`src/rtl/v_mem_access_unit_pkg.sv`:
```
`default_nettype none
// +----------------------------------------------------------------------+
// | Module      : v_mem_access_unit_pkg                                  |
// | Description : Shared constants, state encoding and helpers for the   |
// |               vector memory access unit.                             |
// | Revision    : 1.0 - initial release                                  |
// +----------------------------------------------------------------------+
package v_mem_access_unit_pkg;

  localparam int DEF_VLEN   = 512;
  localparam int DEF_ELEN   = 64;
  localparam int DEF_MEM_AW = 64;

  // Element width codes carried on req_width
  localparam logic [2:0] WIDTH_B = 3'b000;
  localparam logic [2:0] WIDTH_H = 3'b001;
  localparam logic [2:0] WIDTH_W = 3'b010;
  localparam logic [2:0] WIDTH_D = 3'b011;

  typedef enum logic [1:0] {
    ST_IDLE  = 2'd0,
    ST_RUN   = 2'd1,
    ST_DRAIN = 2'd2,
    ST_RESP  = 2'd3
  } state_t;

  // Low address bits that must be zero for an element of 2**wlog bytes
  function automatic logic [2:0] align_mask(input logic [1:0] wlog);
    case (wlog)
      2'd0:    align_mask = 3'b000;
      2'd1:    align_mask = 3'b001;
      2'd2:    align_mask = 3'b011;
      default: align_mask = 3'b111;
    endcase
  endfunction

  // Byte strobe pattern for an element of 2**wlog bytes at offset 0
  function automatic logic [7:0] size_strb(input logic [1:0] wlog);
    case (wlog)
      2'd0:    size_strb = 8'h01;
      2'd1:    size_strb = 8'h03;
      2'd2:    size_strb = 8'h0F;
      default: size_strb = 8'hFF;
    endcase
  endfunction

endpackage
`default_nettype wire

```
`src/rtl/v_mem_lane_fmt.sv`:
```
`default_nettype none
// +----------------------------------------------------------------------+
// | Module      : v_mem_lane_fmt                                         |
// | Description : Combinational lane formatter: extracts and extends a   |
// |               load element from a memory word, and positions a store |
// |               element plus its byte strobes within a memory word.    |
// | Revision    : 1.0 - initial release                                  |
// +----------------------------------------------------------------------+
module v_mem_lane_fmt
  import v_mem_access_unit_pkg::*;
(
  input  logic [1:0]  esz_log,
  input  logic [2:0]  off,
  input  logic        sign,
  input  logic [63:0] rdata,
  input  logic [63:0] lane,
  output logic [63:0] ext_lane,
  output logic [63:0] wdata,
  output logic [7:0]  wstrb
);

  logic [63:0] shifted;
  logic [63:0] trunc;

  // Load extraction with sign/zero extension; store truncation and placement
  always_comb begin
    shifted = rdata >> {off, 3'b000};
    case (esz_log)
      2'd0: begin
        ext_lane = {{56{sign & shifted[7]}}, shifted[7:0]};
        trunc    = {56'b0, lane[7:0]};
      end
      2'd1: begin
        ext_lane = {{48{sign & shifted[15]}}, shifted[15:0]};
        trunc    = {48'b0, lane[15:0]};
      end
      2'd2: begin
        ext_lane = {{32{sign & shifted[31]}}, shifted[31:0]};
        trunc    = {32'b0, lane[31:0]};
      end
      default: begin
        ext_lane = shifted;
        trunc    = lane;
      end
    endcase
    wdata = trunc << {off, 3'b000};
    wstrb = size_strb(esz_log) << off;
  end

endmodule
`default_nettype wire

```
`src/rtl/v_mem_access_unit.sv`:
```
`default_nettype none
// +----------------------------------------------------------------------+
// | Module      : v_mem_access_unit                                      |
// | Description : Vector memory responder. Runs one unit-stride or       |
// |               indexed-width vector load/store as a sequence of       |
// |               64-bit memory accesses and returns a packed result.    |
// | Revision    : 1.0 - initial release                                  |
// +----------------------------------------------------------------------+
module v_mem_access_unit
  import v_mem_access_unit_pkg::*;
#(
  parameter int VLEN   = DEF_VLEN,
  parameter int ELEN   = DEF_ELEN,
  parameter int MEM_AW = DEF_MEM_AW
) (
  input  logic              clk,
  input  logic              rst,
  input  logic              req_valid,
  output logic              req_ready,
  input  logic              req_we,
  input  logic              req_is_ext,
  input  logic [MEM_AW-1:0] req_addr,
  input  logic [2:0]        req_width,
  input  logic [2:0]        req_len,
  input  logic              req_sign,
  input  logic [VLEN-1:0]   req_wdata,
  input  logic [4:0]        req_vd,
  output logic              mem_en,
  output logic              mem_we,
  output logic [MEM_AW-1:0] mem_addr,
  output logic [ELEN-1:0]   mem_wdata,
  output logic [7:0]        mem_wstrb,
  input  logic [ELEN-1:0]   mem_rdata,
  output logic              resp_valid,
  output logic              resp_we,
  output logic [4:0]        resp_vd,
  output logic [VLEN-1:0]   resp_data,
  output logic              resp_err,
  output logic              busy
);

  state_t            state_q, state_d;
  logic [3:0]        idx_q, idx_d;       // next element to issue (reaches N)
  logic              we_q, we_d;
  logic [MEM_AW-1:0] base_q, base_d;
  logic [1:0]        wlog_q, wlog_d;     // log2 of element size in bytes
  logic [2:0]        last_q, last_d;     // index of final element
  logic              sign_q, sign_d;
  logic [4:0]        vd_q, vd_d;
  logic              err_q, err_d;
  logic [VLEN-1:0]   wdata_q, wdata_d;
  logic [VLEN-1:0]   data_q, data_d;
  logic [2:0]        rd_off_q, rd_off_d; // byte offset of the element in flight

  logic [1:0]        req_wlog;
  logic              req_bad;
  logic [MEM_AW-1:0] elem_addr;
  logic [2:0]        cur_off;
  logic [2:0]        cap_idx;
  logic [ELEN-1:0]   cur_lane;
  logic [ELEN-1:0]   fmt_ext;
  logic [ELEN-1:0]   fmt_wdata;
  logic [7:0]        fmt_wstrb;

  // Request decode, current element address and store lane selection
  always_comb begin
    req_wlog  = req_is_ext ? req_width[1:0] : 2'd3;
    req_bad   = (req_is_ext && req_width[2]) ||
                ((req_addr[2:0] & align_mask(req_wlog)) != 3'b000);
    elem_addr = base_q + (MEM_AW'(idx_q) << wlog_q);
    cur_off   = elem_addr[2:0];
    cap_idx   = idx_q[2:0] - 3'd1;
    cur_lane  = wdata_q[idx_q[2:0]*ELEN +: ELEN];
  end

  // Stores format the element being issued; loads format the returning one
  v_mem_lane_fmt u_fmt (
    .esz_log  (wlog_q),
    .off      (we_q ? cur_off : rd_off_q),
    .sign     (sign_q),
    .rdata    (mem_rdata),
    .lane     (cur_lane),
    .ext_lane (fmt_ext),
    .wdata    (fmt_wdata),
    .wstrb    (fmt_wstrb)
  );

  // Next-state, datapath updates and outputs
  always_comb begin
    state_d    = state_q;
    idx_d      = idx_q;
    we_d       = we_q;
    base_d     = base_q;
    wlog_d     = wlog_q;
    last_d     = last_q;
    sign_d     = sign_q;
    vd_d       = vd_q;
    err_d      = err_q;
    wdata_d    = wdata_q;
    data_d     = data_q;
    rd_off_d   = rd_off_q;
    req_ready  = 1'b0;
    mem_en     = 1'b0;
    mem_we     = 1'b0;
    mem_addr   = '0;
    mem_wdata  = '0;
    mem_wstrb  = '0;
    resp_valid = 1'b0;
    resp_we    = 1'b0;
    resp_err   = 1'b0;
    case (state_q)
      ST_IDLE: begin
        req_ready = 1'b1;
        if (req_valid) begin
          we_d    = req_we;
          base_d  = req_addr;
          wlog_d  = req_wlog;
          last_d  = req_is_ext ? req_len : 3'd7;
          sign_d  = req_is_ext & req_sign;
          vd_d    = req_vd;
          err_d   = req_bad;
          wdata_d = req_wdata;
          data_d  = '0;
          idx_d   = '0;
          state_d = req_bad ? ST_RESP : ST_RUN;
        end
      end
      ST_RUN: begin
        mem_en   = 1'b1;
        mem_we   = we_q;
        mem_addr = {elem_addr[MEM_AW-1:3], 3'b000};
        if (we_q) begin
          mem_wdata = fmt_wdata;
          mem_wstrb = fmt_wstrb;
        end else if (idx_q != 4'd0) begin
          data_d[cap_idx*ELEN +: ELEN] = fmt_ext;
        end
        rd_off_d = cur_off;
        idx_d    = idx_q + 4'd1;
        if (idx_q[2:0] == last_q) begin
          state_d = we_q ? ST_RESP : ST_DRAIN;
        end
      end
      ST_DRAIN: begin
        data_d[cap_idx*ELEN +: ELEN] = fmt_ext;
        state_d = ST_RESP;
      end
      ST_RESP: begin
        resp_valid = 1'b1;
        resp_we    = !we_q && !err_q;
        resp_err   = err_q;
        state_d    = ST_IDLE;
      end
      default: state_d = ST_IDLE;
    endcase
    busy      = (state_q != ST_IDLE);
    resp_vd   = vd_q;
    resp_data = data_q;
  end

  // State and datapath registers
  always_ff @(posedge clk) begin
    if (rst) begin
      state_q  <= ST_IDLE;
      idx_q    <= '0;
      we_q     <= 1'b0;
      base_q   <= '0;
      wlog_q   <= '0;
      last_q   <= '0;
      sign_q   <= 1'b0;
      vd_q     <= '0;
      err_q    <= 1'b0;
      wdata_q  <= '0;
      data_q   <= '0;
      rd_off_q <= '0;
    end else begin
      state_q  <= state_d;
      idx_q    <= idx_d;
      we_q     <= we_d;
      base_q   <= base_d;
      wlog_q   <= wlog_d;
      last_q   <= last_d;
      sign_q   <= sign_d;
      vd_q     <= vd_d;
      err_q    <= err_d;
      wdata_q  <= wdata_d;
      data_q   <= data_d;
      rd_off_q <= rd_off_d;
    end
  end

endmodule
`default_nettype wire
```
`config.mk`:
```
export PLATFORM = sky130hd
export DESIGN_NAME = v_mem_access_unit
export DESIGN_NICKNAME = d
export VERILOG_FILES = /design/src/rtl/v_mem_access_unit_pkg.sv /design/src/rtl/v_mem_lane_fmt.sv /design/src/rtl/v_mem_access_unit.sv
export SDC_FILE = /design/constraint.sdc
export NUM_CORES = 2
export LEC_CHECK = 0
export ABC_CLOCK_PERIOD_IN_PS = 11100
export CAP_MARGIN = 20
export CORE_AREA = 2 2 513 515
export DETAILED_ROUTE_END_ITERATION = 6
export DIE_AREA = 0 0 515 517
export GPL_ROUTABILITY_DRIVEN = 0
export HOLD_SLACK_MARGIN = 0.15
export PLACE_DENSITY = 0.33
export SLEW_MARGIN = 20
export SYNTH_ARGS = -nofsm -noshare
export SYNTH_HDL_FRONTEND = slang
export SYNTH_SLANG_ARGS = --single-unit
```
`constraint.sdc`:
```
create_clock -name clk -period 11.1 [get_ports clk]
set_clock_uncertainty 0.1 [all_clocks]
set_input_delay 2.22 -clock clk [delete_from_list [all_inputs] [get_ports clk]]
set_output_delay 2.22 -clock clk [all_outputs]
set_load 0.1 [all_outputs]
```
==> results summary <==
The flow ran to the end, and the final reports show no timing, DRC or antenna violations. The slack of the worst reg-to-reg path is 3.62 ns. Counting every sink on the clock net gives ~1100.

The via count of the first global-routing pass is ~46000. The total of buffers placed on input and output ports came out at 1313. The largest individual stage delay along the critical path comes from the cell sky130_fd_sc_hd__clkdlybuf4s50_1. The share of flip-flops with an asynchronous set or reset came out at 0. The number of buffers inserted by post-CTS setup repair is 0. The global-route total usage across every layer is 0.226. The floorplan has 188 rows. The number of hold violations in the final report is 0. After clock tree synthesis, the clock-pin slew on the worst setup and hold paths is 0.06 ns. The final-stage net count is about 7000. Of the total synthesized cell area, the portion taken by AND, OR, NAND and NOR gates is 0.149. Along the worst path, the maximum fanout reaches 44. The mean area per synthesized cell is about 9.0 um2. The worst-margin pin slew came out at roughly 1.2 ns.

Data on the critical path arrives at its endpoint at a little under 7 ns. Summed over all cells, the static leakage comes to around 24 nW. The wire length of the first global-routing pass is ~420000 um.

The endpoint class of the critical path is an output pin. The worst hold path startpoint is wdata_q[157]. The die is 515 um wide. The number of hold-repair buffers added at the cts stage came out at 0. The worst-case setup margin in the final layout is about 2.0 ns. STA classifies the critical path startpoint as a register. The global-route congestion overflow total came out at 0.

The source of the critical timing path is wlog_q[1]. The area enclosed by the die boundary came out at 266000 um2. The post-detailed-routing wire length came out at between 300000 and 400000 um. The number of pins exceeding their max-slew limit in the final report was 0. The clock tree buffer depth came out at 3. The post-synthesis share of cell area spent on xor and xnor gates came out at 0.00793. The synthesized-area fraction occupied by ao, oa, aoi and oai cells came out at 0.228. After detailed routing, the number of vias per cell comes to roughly 4.8.

In this run the critical register-to-register path is launched from idx_q[0]. Subtracting the final worst setup slack from the clock period gives slightly above 9 ns. VDD sags by at most around 160 uV. Yosys mapped a number of flops with a built-in enable equal to 0.

The combined buffer and inverter count along the critical path came out at 3. In this run the cell area of the synthesized design comes to between 40000 and 50000 um2. Summing all non-filler instances in the final layout gives an area of roughly 69000 um2. On the worst path, the slowest cell contributes a delay of about 1.3 ns.

The worst setup slack before clock tree synthesis came out at roughly 2.8 ns. The count of TritonRoute iterations in the first routing pass is 6. The chip height came out at 517 um.

The number of different library cells in the post-synthesis netlist came out at 86. The data required time of the worst path is just under 9 ns. Setup repair after global routing left no endpoint under its margin.

The yosys synthesis warning count is 0. For this run, the leading register cell type out of synthesis is sky130_fd_sc_hd__dfxtp_1. The reported max-cap violation count is 0. The critical path goes through buf_4 > inv_1 > nand3_1 > o21ai_0 > ha_1 > xnor2_1 > a21o_2 > nand3_1 > o221ai_1 > clkdlybuf4s50_1. The layout-stage area growth over the synthesis result came out at 44.7%. TritonCTS built the clock tree.

Leaving out fill and tap cells, the most frequent cells in the layout are sky130_fd_sc_hd__nand2_1, sky130_fd_sc_hd__clkdlybuf4s50_1, sky130_fd_sc_hd__dfxtp_1, sky130_fd_sc_hd__a21oi_1, sky130_fd_sc_hd__a32o_1. The effective utilization at floorplan came out at 0.182. After synthesis, the largest family of logic cells by area is compound AO/OA/AOI/OAI gates. The H-tree was split into 4 levels.

The most frequent cell on the critical path is sky130_fd_sc_hd__nand3_1. For the final routed database, the setup TNS stands at 0 ns. The family with the most delay on the worst path is buffers and inverters. Counting the buffers created by CTS gives between 100 and 150. Leaving out fill and tap cells, the most frequent cell in the layout is sky130_fd_sc_hd__nand2_1. The floorplan step defined a core boundary enclosing between 200000 and 300000 um2.

The portion of synthesized cell area occupied by the leading cell type came out at 0.468. The synthesized design contains 1110 register bits. The tightest min-delay check is of the reg -> reg type. The worst slack on hold paths came out at ~0.35 ns. The number of antenna violations at the first check in global routing is 148. Once detail routing completed, the nets flagged for antenna violations numbered 0. The power per cell area came out at between 200 and 250 nW/um2. The detailed-route wire length per cell is 31.7 um.

Clock tree synthesis selected as its root buffer the cell sky130_fd_sc_hd__clkbuf_16. The remaining routing DRC violations is 0. Dividing the final minimum period by the clock period gives 0.820.

The worst slew margin relative to its limit is 0.186. The post-synthesis sequential area ratio came out at 0.468. The number of filler cells placed in the layout is 28083. The layout cell share with drive strength beyond 1 came out at 0.0945.

Yosys attributes the largest share of cell area to sky130_fd_sc_hd__dfxtp_1, sky130_fd_sc_hd__nand2_1, sky130_fd_sc_hd__a21oi_1. The gate count of the mapped netlist came out at between 5000 and 6000. The post-detailed-placement half-perimeter wirelength came out at 240000 um. In this run the cell area measured after placement is around 64000 um2. Summed over all instances, the cell type with the most area after synthesis is sky130_fd_sc_hd__dfxtp_1.

The share of cell area taken by muxes after synthesis came out at 0.0961. The critical path is of the reg -> out type. The clock latency of the later-clocked register in the worst-skew pair came out at between 0.8 and 0.9 ns. The maximum frequency from static timing analysis came out at 110 MHz. Entering global routing, the biggest net connects between 150 and 200 pins. The fraction of the mapped netlist area in adder cells is 0.00517. The number of gates resized after cts came out at 0.

The number of top-level pins came out at 1317. The count of vias placed by the detailed router is about 47000. The detailed router finished its first iteration with roughly 3000 violations. The number of failing setup endpoints in the final timing report came out at 0.
registers in the layout, summed over array words and instances (netlist names):
register,flops
resp_vd,5
last_q,3
sign_q,1
idx_q,4
wlog_q,2
err_q,1
wdata_q,512
rd_off_q,3
resp_data,512
state_q,2
we_q,1
base_q,64
where the power goes:
group / internal [mW] / switching, mW
registers: 4.41 / 0.322
clock network: 2.82 / 2.04
logic: 1.27 / 3.66
worst paths after layout:
path,end,cells past startpoint
hold / removal,wdata_q[157],2
setup reg to reg,resp_data[241],15
setup / recovery,mem_wdata[38],10
hold reg to reg,wdata_q[157],2
stage by stage:
stage,util,total power [mW],std cells
6_report,0.263,14.5,9917
5_1_grt,0.263,15.2,9902
4_1_cts,0.263,14.8,9883
3_5_place_dp,0.244,9.85,9631
3_3_place_gp,0.244,9.82,9625
2_1_floorplan,-,7.57,5274
worst register-to-register path: stages (launching register included):
cell	delay (ns)
sky130_fd_sc_hd__dfxtp_4	0.88
sky130_fd_sc_hd__inv_1	0.40
sky130_fd_sc_hd__nor2_1	0.19
sky130_fd_sc_hd__ha_1	0.18
sky130_fd_sc_hd__inv_1	0.07
sky130_fd_sc_hd__fa_1	0.71
sky130_fd_sc_hd__nand2_1	0.30
sky130_fd_sc_hd__nand2_4	0.18
sky130_fd_sc_hd__buf_4	0.73
sky130_fd_sc_hd__mux4_2	0.44
sky130_fd_sc_hd__mux2i_4	0.18
sky130_fd_sc_hd__o221ai_4	0.24
sky130_fd_sc_hd__buf_4	0.69
sky130_fd_sc_hd__buf_4	0.80
sky130_fd_sc_hd__buf_4	0.97
sky130_fd_sc_hd__a32o_1	0.36
routing by layer:
metal	part of all wire	wire (um)	track usage
met1	0.40	126000	0.265
met2	0.49	153000	0.391
met3	0.081	25300	0.0734
met4	0.030	9450	0.0685
met5	0.0025	772	0
final cells by class:
type | count | area (um2) | area share
diodes | 34 | 85.1 | 0.00124
clock inverters | 43 | 727 | 0.0106
repair buffers | 1415 | 13800 | 0.201
well taps | 3420 | 4280 | 0.0623
flip-flops and latches | 1110 | 22200 | 0.324
multi-input cells | 3658 | 23400 | 0.341
inverters | 28 | 106 | 0.00155
clock buffers | 209 | 4090 | 0.0596
cell usage after synthesis, types with 8 or more instances:
| master | instances |
|---|---|
| sky130_fd_sc_hd__dfxtp_1 | 1110 |
| sky130_fd_sc_hd__buf_2 | 55 |
| sky130_fd_sc_hd__o21a_1 | 13 |
| sky130_fd_sc_hd__a21oi_1 | 651 |
| sky130_fd_sc_hd__a2111oi_0 | 11 |
| sky130_fd_sc_hd__o2111ai_1 | 8 |
| sky130_fd_sc_hd__ha_1 | 18 |
| sky130_fd_sc_hd__o211ai_1 | 10 |
| sky130_fd_sc_hd__and3_1 | 27 |
| sky130_fd_sc_hd__nor2b_1 | 8 |
| sky130_fd_sc_hd__a32o_1 | 241 |
| sky130_fd_sc_hd__nand3_1 | 46 |
| sky130_fd_sc_hd__a221oi_1 | 9 |
| sky130_fd_sc_hd__mux4_2 | 136 |
| sky130_fd_sc_hd__inv_1 | 25 |
| sky130_fd_sc_hd__and4_1 | 8 |
| sky130_fd_sc_hd__a21o_1 | 19 |
| sky130_fd_sc_hd__a32oi_1 | 117 |
| sky130_fd_sc_hd__clkbuf_1 | 350 |
| sky130_fd_sc_hd__o31ai_1 | 18 |
| sky130_fd_sc_hd__buf_4 | 32 |
| sky130_fd_sc_hd__a22oi_1 | 54 |
| sky130_fd_sc_hd__buf_6 | 9 |
| sky130_fd_sc_hd__and2_1 | 27 |
| sky130_fd_sc_hd__o21ai_1 | 62 |
| sky130_fd_sc_hd__o22ai_1 | 16 |
| sky130_fd_sc_hd__nor2_1 | 162 |
| sky130_fd_sc_hd__xor2_1 | 26 |
| sky130_fd_sc_hd__nand2_1 | 1320 |
| sky130_fd_sc_hd__or3_1 | 25 |
| sky130_fd_sc_hd__mux2i_1 | 131 |
| sky130_fd_sc_hd__a2bb2oi_1 | 15 |
| sky130_fd_sc_hd__o21ai_0 | 149 |
| sky130_fd_sc_hd__nor3_1 | 44 |
| sky130_fd_sc_hd__nand4_1 | 17 |
| sky130_fd_sc_hd__buf_1 | 26 |
| sky130_fd_sc_hd__xnor2_1 | 17 |
| sky130_fd_sc_hd__a22o_1 | 122 |
| sky130_fd_sc_hd__a211oi_1 | 17 |
cells by family (layout without fill, tap and decap cells):
family / Yosys count / in the layout
buffers and inverters: 506 / 1695
muxes: 279 / 279
AOI/OAI and AO/OA: 1591 / 1591
and+or+nand+nor: 1723 / 1723
other: 1 / 37
xor gates and xnor gates: 43 / 43
adders and majority gates: 19 / 19
DFF: 1110 / 1110
Power figures use the tool's default switching activity.
